[config.mk]
export PLATFORM = sky130hd
export DESIGN_NAME = fir_serial_mac
export DESIGN_NICKNAME = d
export VERILOG_FILES = /design/src/rtl/fir_serial_mac.sv
export SDC_FILE = /design/constraint.sdc
export NUM_CORES = 2
export LEC_CHECK = 0
export ABC_AREA = 1
export BUFFER_PORTS_ARGS = -buffer_cell sky130_fd_sc_hd__buf_4
export CORE_AREA = 10 10 347 349
export CTS_CLUSTER_SIZE = 16
export DETAILED_ROUTE_END_ITERATION = 16
export DIE_AREA = 0 0 357 359
export PLACE_DENSITY_LB_ADDON = 0.08
export SYNTH_ARGS = -nofsm -noshare
export SYNTH_HDL_FRONTEND = slang
export SYNTH_SLANG_ARGS = --single-unit
[constraint.sdc]
create_clock -name clk -period 5.61 [get_ports clk]
set_input_delay 1.122 -clock clk [delete_from_list [all_inputs] [get_ports clk]]
set_output_delay 1.122 -clock clk [all_outputs]
set_load 0.05 [all_outputs]
[src/rtl/fir_serial_mac.sv]
`default_nettype none
// ============================================================================
// Module      : fir_serial_mac
// Description : Time-multiplexed FIR filter. One multiply-accumulate per clock
//               over a circular sample history, coefficients fetched from an
//               external synchronous ROM. Full-precision signed accumulator.
// Revision    : 1.0 - initial release
// ============================================================================
module fir_serial_mac #(
    parameter  int DATA_W = 16,
    parameter  int COEF_W = 16,
    parameter  int TAPS   = 32,
    localparam int AW     = $clog2(TAPS),
    localparam int ACC_W  = DATA_W + COEF_W + AW
) (
    input  logic                     clk,
    input  logic                     rst_n,
    input  logic                     in_valid,
    output logic                     in_ready,
    input  logic signed [DATA_W-1:0] in_data,
    output logic        [AW-1:0]     coef_addr,
    input  logic signed [COEF_W-1:0] coef_data,
    output logic                     out_valid,
    input  logic                     out_ready,
    output logic signed [ACC_W-1:0]  out_acc
);

    localparam int PROD_W = DATA_W + COEF_W;

    localparam logic [1:0] S_IDLE  = 2'd0;
    localparam logic [1:0] S_MAC   = 2'd1;
    localparam logic [1:0] S_DRAIN = 2'd2;
    localparam logic [1:0] S_OUT   = 2'd3;

    logic [1:0]               r_state;
    logic [1:0]               w_state_nxt;

    logic [AW-1:0]            r_k;
    logic [AW-1:0]            r_wr_ptr;
    logic signed [DATA_W-1:0] r_hist [TAPS];
    logic signed [DATA_W-1:0] r_samp;
    logic                     r_samp_vld;
    logic signed [PROD_W-1:0] r_prod;
    logic                     r_prod_vld;
    logic signed [ACC_W-1:0]  r_acc;
    logic                     r_out_valid;

    logic                     w_accept;
    logic                     w_out_fire;
    logic                     w_last_tap;
    logic [AW-1:0]            w_rd_idx;
    logic signed [PROD_W-1:0] w_prod;
    logic signed [ACC_W-1:0]  w_prod_ext;

    assign w_accept   = in_valid && (r_state == S_IDLE);
    assign w_out_fire = r_out_valid && out_ready;
    assign w_last_tap = (r_k == AW'(TAPS - 1));
    // Subtraction in AW bits gives the modulo-TAPS wrap for free.
    assign w_rd_idx   = r_wr_ptr - r_k;
    assign w_prod     = coef_data * r_samp;
    assign w_prod_ext = {{AW{r_prod[PROD_W-1]}}, r_prod};

    // State register.
    always_ff @(posedge clk or negedge rst_n) begin
        if (!rst_n) begin
            r_state <= S_IDLE;
        end else begin
            r_state <= w_state_nxt;
        end
    end

    // Next-state logic: IDLE -> MAC (TAPS cycles) -> DRAIN -> OUT -> IDLE.
    always_comb begin
        w_state_nxt = r_state;
        case (r_state)
            S_IDLE:  if (w_accept)   w_state_nxt = S_MAC;
            S_MAC:   if (w_last_tap) w_state_nxt = S_DRAIN;
            S_DRAIN:                 w_state_nxt = S_OUT;
            S_OUT:   if (w_out_fire) w_state_nxt = S_IDLE;
            default:                 w_state_nxt = S_IDLE;
        endcase
    end

    // Moore outputs: ready only when idle, ROM address only while MACing.
    always_comb begin
        in_ready  = 1'b0;
        coef_addr = '0;
        case (r_state)
            S_IDLE: in_ready  = 1'b1;
            S_MAC:  coef_addr = r_k;
            default: ;
        endcase
    end

    // Tap index and history write pointer.
    always_ff @(posedge clk or negedge rst_n) begin
        if (!rst_n) begin
            r_k      <= '0;
            r_wr_ptr <= '0;
        end else begin
            if (r_state == S_MAC) begin
                r_k <= w_last_tap ? '0 : r_k + AW'(1);
            end else begin
                r_k <= '0;
            end
            if ((r_state == S_OUT) && w_out_fire) begin
                r_wr_ptr <= r_wr_ptr + AW'(1);
            end
        end
    end

    // Sample history: written only on an accepted sample.
    always_ff @(posedge clk or negedge rst_n) begin
        if (!rst_n) begin
            for (int i = 0; i < TAPS; i++) begin
                r_hist[i] <= '0;
            end
        end else if (w_accept) begin
            r_hist[r_wr_ptr] <= in_data;
        end
    end

    // MAC pipeline: sample fetch aligned with ROM latency, then product
    // register, then accumulate. The last product lands two edges after
    // the final MAC cycle, which sets the result latency.
    always_ff @(posedge clk or negedge rst_n) begin
        if (!rst_n) begin
            r_samp      <= '0;
            r_samp_vld  <= 1'b0;
            r_prod      <= '0;
            r_prod_vld  <= 1'b0;
            r_acc       <= '0;
            r_out_valid <= 1'b0;
        end else begin
            r_samp     <= r_hist[w_rd_idx];
            r_samp_vld <= (r_state == S_MAC);
            r_prod     <= w_prod;
            r_prod_vld <= r_samp_vld;

            if (w_accept) begin
                r_acc <= '0;
            end else if (r_prod_vld) begin
                r_acc <= r_acc + w_prod_ext;
            end

            if (w_out_fire) begin
                r_out_valid <= 1'b0;
            end else if ((r_state == S_OUT) && r_prod_vld) begin
                r_out_valid <= 1'b1;
            end
        end
    end

    assign out_valid = r_out_valid;
    assign out_acc   = r_acc;

endmodule
`default_nettype wire
Yosys cells after proc, flatten, opt, wreduce, memory -nomap -nowiden
Cells that the tools add are included.
- output and inout port bits: 44
- flip-flop bits (word level): 612
- logic and storage cells: 85
- reductions and logical operators: 9
- mux-type cells: 18
- eq/ne operators: 7
- order comparisons: 3
- bitwise logic cells: 2
- multiply operators: 1
- $add $sub $neg: 4
- operators with widths (cell ; count):
    bitwise mux 512 bit ; 1
    binary-select mux 16 bit (select 5 bit) ; 1
    demux 16 bit (select 5 bit) ; 1
    two-way mux 37 bit ; 2
    two-way mux 16 bit ; 3
    adder 37 x 32 -> 37 bit ; 1
    multiplier 16 x 16 -> 32 bit ; 1
    two-way mux 5 bit ; 3
    >= comparator 6 bit, second input constant ; 2
    NOT 5 -> 6 bit ; 2
    adder 5 x 1 -> 5 bit, second input constant ; 2
    case mux 2 bit (4 select lines) ; 1
    < comparator 6 x 1 -> 1 bit, second input constant ; 1
    two-way mux 2 bit ; 3
    != test 2 bit, second input constant ; 3
    == test 5 bit, second input constant ; 1
    logical AND 1 bit ; 5
    subtractor 5 bit ; 1
    == test 2 bit, second input constant ; 2
    nonzero test 2 bit ; 2
    two-way mux 1 bit ; 3
    AND reduction 3 bit ; 1
    == test 2 x 1 -> 1 bit, second input constant ; 1
    logical NOT 2 bit ; 1

Depth between registers and ports, before layout
- depth after elaboration: 6
- mapped depth: 26

Worst setup path before layout
OpenSTA, ideal clock, no wires.
- kind: input port to flip-flop
- start point: input coef_data[15]
- end point: register r_prod[31]
- path slack: -520 ps
- data arrival time: 6013 ps
- path buffers: 1
- setup time: 117 ps
- data required time: 5493 ps
- cell stages on the path: 21
- path through: clkbuf_1 -> nand2_1 -> inv_1 -> fa_1 -> fa_1 -> inv_1 -> fa_1 -> inv_1 -> fa_1 -> fa_1 -> fa_1 -> ha_1 -> nand2_1 -> nor2_1 -> inv_1 -> nor4_1 -> nand3_1 -> nand2_1 -> inv_1 -> nand2_1 -> nand2_1
- longest elaborated chain between the ends: 1
- RTL lines (element ; line ; text):
    from (decl) ; 22 ; input logic signed [COEF_W-1:0] coef_data,
    multiplier 16 x 16 -> 32 bit ; 60 ; assign w_prod = coef_data * r_samp;
    via w_prod[31] ; 52 ; logic signed [PROD_W-1:0] w_prod;
    to (signal assigned) ; 137 ; r_prod <= w_prod;
    to (decl) ; 43 ; logic signed [PROD_W-1:0] r_prod;
The timed path passes the listed nets, and every way through them passes these cells.
A chain may end at the register's enable or synchronous reset.

Worst setup path in the final report
- start point: input coef_data[13]
- end point: register r_prod[23]
Same word-level chain as after synthesis.

==> flow_summary.html <==
<table>
<tr><th>Metric</th><th>Value</th></tr>
<tr><th colspan="2">Status</th></tr>
<tr><td>Run status</td><td>finished clean</td></tr>
<tr><th colspan="2">Min path</th></tr>
<tr><td>Endpoint of the worst hold-timing path</td><td>r_prod_vld</td></tr>
<tr><td>Worst Hold Launch</td><td>r_samp_vld</td></tr>
<tr><td>Kind of path behind the tightest hold check</td><td>register to register</td></tr>
<tr><td>Hold Crit Depth</td><td>0</td></tr>
<tr><th colspan="2">Synth</th></tr>
<tr><td>Prevailing post-synth register cell</td><td>sky130_fd_sc_hd__dfrtp_1</td></tr>
<tr><td>Net count after synthesis</td><td>5389</td></tr>
<tr><td>Cell area after technology mapping</td><td>39300 µm²</td></tr>
<tr><td>Register area share after synthesis</td><td>0.389</td></tr>
<tr><td>Leading cell type by number of instances after synthesis</td><td>sky130_fd_sc_hd__nand2_1</td></tr>
<tr><td>Number of enable flip-flop cells after synthesis</td><td>0</td></tr>
<tr><td>Total number of yosys warnings</td><td>0</td></tr>
<tr><td>Most frequent cells after synthesis</td><td>sky130_fd_sc_hd__nand2_1, sky130_fd_sc_hd__o21ai_0, sky130_fd_sc_hd__inv_1</td></tr>
<tr><td>Number of unique standard cell types used by synthesis</td><td>36</td></tr>
<tr><td>Synth Instances</td><td>4957</td></tr>
<tr><td>Cell accounting for the most synthesized area</td><td>sky130_fd_sc_hd__dfrtp_1</td></tr>
<tr><td>Portion of synthesized cell area occupied by the leading cell type</td><td>0.389</td></tr>
<tr><td>Main area contributors after synthesis</td><td>sky130_fd_sc_hd__dfrtp_1, sky130_fd_sc_hd__fa_1, sky130_fd_sc_hd__nand2_1, sky130_fd_sc_hd__o21ai_0, sky130_fd_sc_hd__inv_1</td></tr>
<tr><td>Count of state elements after synthesis</td><td>612</td></tr>
<tr><td>Share of flip-flops with an asynchronous set or reset</td><td>1.00</td></tr>
<tr><td>Average footprint of a synthesized cell</td><td>7.93 µm²</td></tr>
<tr><th colspan="2">Global route</th></tr>
<tr><td>Number of antenna violations at the first check in global routing</td><td>0</td></tr>
<tr><td>Largest net degree at the start of global routing</td><td>191</td></tr>
<tr><td>Vias in the first global route</td><td>31900</td></tr>
<tr><td>Sum of overflow across all layers after global routing</td><td>0</td></tr>
<tr><td>Global-route wire length before repair</td><td>192000 µm</td></tr>
<tr><td>GRT Total Usage</td><td>0.190</td></tr>
<tr><th colspan="2">Timing</th></tr>
<tr><td>Final-report max-slew violation count</td><td>0</td></tr>
<tr><td>Hold violation count in the final report</td><td>0</td></tr>
<tr><td>RSZ-0062 raised after global routing</td><td>true</td></tr>
<tr><td>Total Neg Setup Slack</td><td>0 ps</td></tr>
<tr><td>Final setup skew</td><td>56.8 ps</td></tr>
<tr><td>Smallest setup slack after layout</td><td>128 ps</td></tr>
<tr><td>Slew margin rel.</td><td>0.208</td></tr>
<tr><td>Highest attainable clock frequency</td><td>182 MHz</td></tr>
<tr><td>Period utilisation layout</td><td>0.977</td></tr>
<tr><td>Time the final worst path needs with I/O delays and setup</td><td>5480 ps</td></tr>
<tr><td># setup viols final</td><td>0</td></tr>
<tr><td>Tightest Pin Transition</td><td>1190 ps</td></tr>
<tr><th colspan="2">Clocking</th></tr>
<tr><td>Buffer depth of the longest clock path</td><td>3</td></tr>
<tr><td>CTS tree</td><td>done</td></tr>
<tr><td>H-tree levels</td><td>3</td></tr>
<tr><td>Cell chosen for the clock root</td><td>sky130_fd_sc_hd__clkbuf_16</td></tr>
<tr><td>Clock latency on the worst-skew pair</td><td>660 ps</td></tr>
<tr><td>Cts hold-fix bufs</td><td>0</td></tr>
<tr><td>Clock Sink Count</td><td>612</td></tr>
<tr><td>CTS buffer count</td><td>74</td></tr>
<tr><td>Clk slew on worst S/H paths</td><td>60 ps</td></tr>
<tr><th colspan="2">Die</th></tr>
<tr><td>Core region area</td><td>114000 µm²</td></tr>
<tr><td>Ports</td><td>80</td></tr>
<tr><td>Die Outline Area</td><td>128000 µm²</td></tr>
<tr><td>Vertical extent of the die</td><td>359 µm</td></tr>
<tr><td>Effective utilization at floorplan</td><td>0.346</td></tr>
<tr><td>Die Span X</td><td>357 µm</td></tr>
<tr><td># rows</td><td>124</td></tr>
<tr><th colspan="2">Critical path</th></tr>
<tr><td>Worst path arrival time</td><td>6010 ps</td></tr>
<tr><td>Worst reg2reg path startpoint</td><td>r_samp[4]</td></tr>
<tr><td>FF-to-FF setup slack</td><td>180 ps</td></tr>
<tr><td>Crit path launch type</td><td>input port</td></tr>
<tr><td>Endpoint type of the worst setup path</td><td>register</td></tr>
<tr><td>Critical path class</td><td>input port to register</td></tr>
<tr><td>Required @ worst endpoint</td><td>6140 ps</td></tr>
<tr><td>Reg2reg path depth</td><td>22</td></tr>
<tr><td>Maximum fanout count along the critical path</td><td>12</td></tr>
<tr><td>Reg2reg end</td><td>r_prod[23]</td></tr>
<tr><th colspan="2">Power</th></tr>
<tr><td>Portion of total power attributed to the clock network</td><td>0.510</td></tr>
<tr><td>Power density over cell area</td><td>210 nW/µm²</td></tr>
<tr><td>Sequential cell fraction of total power</td><td>0.463</td></tr>
<tr><td>Peak supply drop</td><td>210 µV</td></tr>
<tr><td>Static leakage</td><td>23.3 nW</td></tr>
<tr><td>Internal power</td><td>7.29 mW</td></tr>
<tr><td>Power consumption</td><td>9.54 mW</td></tr>
<tr><td>NetSw</td><td>2.24 mW</td></tr>
<tr><td>Share of power burned in combinational logic</td><td>0.027</td></tr>
<tr><td>Switching Fraction</td><td>0.235</td></tr>
<tr><th colspan="2">Detailed routing</th></tr>
<tr><td>Total via count in the routed design</td><td>32000</td></tr>
<tr><td>Pre-antenna DRT Iters</td><td>6</td></tr>
<tr><td>Post-detailed-routing wire length</td><td>123000 µm</td></tr>
<tr><td>DRC violations left</td><td>0</td></tr>
<tr><td>Residual antenna-violating net count after detailed routing</td><td>0</td></tr>
<tr><td>Avg WL per Cell</td><td>18.6 µm</td></tr>
<tr><td>Number of vias per cell</td><td>4.86</td></tr>
<tr><td>Iteration-0 DRC Markers</td><td>2112</td></tr>
<tr><th colspan="2">Placed design</th></tr>
<tr><td>Placer congestion estimate</td><td>0.855</td></tr>
<tr><td>Post-DP HPWL</td><td>85500 µm</td></tr>
<tr><td>Post-placement setup slack</td><td>-747 ps</td></tr>
<tr><td>Number of input and output port buffers inserted</td><td>79</td></tr>
<tr><th colspan="2">Finish</th></tr>
<tr><td>Layout Nets</td><td>5451</td></tr>
<tr><td>FILL cells</td><td>11800</td></tr>
<tr><td>Sequential Area</td><td>15300 µm²</td></tr>
<tr><td>Syn-to-layout area delta</td><td>15.7%</td></tr>
<tr><td>Fraction of final layout cells with drive strength greater than 1</td><td>0.100</td></tr>
<tr><td>Utilization after layout</td><td>0.401</td></tr>
<tr><td>Multi-input logic area</td><td>20800 µm²</td></tr>
<tr><th colspan="2">Job</th></tr>
<tr><td>Number of max-capacitance violations reported</td><td>0</td></tr>
</table>
-- placed cells by master, fill, tap and decap left out, types with 17 or more instances in the layout --
cell type                   Yosys  routed
sky130_fd_sc_hd__nand2_1     1264    1253
sky130_fd_sc_hd__o21ai_0      772     766
sky130_fd_sc_hd__inv_1        634     625
sky130_fd_sc_hd__dfrtp_1      612     609
sky130_fd_sc_hd__nor2_1       394     377
sky130_fd_sc_hd__buf_4          2     275
sky130_fd_sc_hd__fa_1         264     259
sky130_fd_sc_hd__a21oi_1      165     157
sky130_fd_sc_hd__nand3_1      137     136
sky130_fd_sc_hd__ha_1         132     115
sky130_fd_sc_hd__o22ai_1       80      80
sky130_fd_sc_hd__clkbuf_16      0      75
sky130_fd_sc_hd__o221ai_1      32      32
sky130_fd_sc_hd__o21ai_1       25      31
sky130_fd_sc_hd__xor2_1        28      25
sky130_fd_sc_hd__buf_12         0      23
sky130_fd_sc_hd__clkbuf_8       0      18
sky130_fd_sc_hd__clkbuf_1     278      17
-- worst max-delay path, cell delays in order --
cell                      delay [ps]
sky130_fd_sc_hd__buf_4           210
sky130_fd_sc_hd__nand2_1         110
sky130_fd_sc_hd__fa_1            580
sky130_fd_sc_hd__fa_1            440
sky130_fd_sc_hd__fa_1            510
sky130_fd_sc_hd__inv_1            50
sky130_fd_sc_hd__fa_1            500
sky130_fd_sc_hd__fa_1            530
sky130_fd_sc_hd__inv_1            50
sky130_fd_sc_hd__fa_1            520
sky130_fd_sc_hd__inv_2            50
sky130_fd_sc_hd__ha_4            260
sky130_fd_sc_hd__nand2_1          60
sky130_fd_sc_hd__nand2_1          80
sky130_fd_sc_hd__a31oi_1         190
sky130_fd_sc_hd__buf_4           160
sky130_fd_sc_hd__o21ai_1          80
sky130_fd_sc_hd__a21oi_1         170
sky130_fd_sc_hd__nand2_2          90
sky130_fd_sc_hd__xor2_2          240
-- per-stage QoR --
stage	hold slack (ps)	instance area (µm²)	std cells
final	376	45500	6588
after global routing	387	45500	6587
after CTS	382	45300	6581
after detailed placement	369	42800	6448
after global placement	368	42800	6448
after floorplan	331	39800	4957
-- cells by family after synthesis --
family | count (synthesis) | synth area share
flip-flops | 612 | 0.389
AND/OR/NAND/NOR | 1842 | 0.183
adder cells (fa/ha/maj) | 396 | 0.176
AO/OA/AOI/OAI | 1105 | 0.148
buffers and inverters | 956 | 0.0924
XOR/XNOR | 46 | 0.0106
-- final cells by class --
class,instances,area share
diodes,1,0.0000550
flip-flops and latches,612,0.337
inverters,640,0.0531
repair buffers,302,0.0566
well taps,1512,0.0416
clock inverters,22,0.00643
multi-input cells,3389,0.457
clock buffers,110,0.0481
-- power groups by stage --
stage / clock network, mW / registers, mW / logic, mW
2_1_floorplan: 0 / 4.50 / 0.0759
3_3_place_gp: 0 / 4.49 / 0.273
5_1_grt: 5.16 / 4.41 / 0.292
6_report: 4.86 / 4.42 / 0.261
3_5_place_dp: 0 / 4.49 / 0.271
4_1_cts: 4.99 / 4.41 / 0.272
-- routing by layer --
metal / track usage / wire (µm) / vias to the layer above
met2: 0.323 / 60200 / 459
met1: 0.253 / 55900 / 15700
met4: 0.0468 / 2710 / 0
met3: 0.0237 / 4050 / 126
met5: 0 / 0 / -
li1: - / - / 15800
-- repair_timing --
action | 4_1_cts | 5_1_grt
endpoints found under the setup margin | 1 | 17
resized for setup | 4 | 27
hold endpoints to repair | 0 | 0
setup buffers | 1 | 6
pin swaps | 0 | 11
-- worst max path at each step --
stage,slack (ps),start,end
global route,-10,coef_data[15],r_prod[25]
floorplan,-170,coef_data[15],r_prod[31]
global placement,-670,coef_data[15],r_prod[23]
CTS,10,coef_data[15],r_prod[23]
detailed placement,-750,coef_data[15],r_prod[23]
finish,130,coef_data[13],r_prod[23]
-- flip-flops by register name, summed over array words and instances, names as in the netlist --
register / cells
r_prod_vld: 1
out_acc: 37
r_state: 2
out_valid: 1
r_k: 5
r_samp: 16
r_wr_ptr: 5
r_hist: 512
r_prod: 32
r_samp_vld: 1
Note: power is estimated with default switching activity, not from simulation.
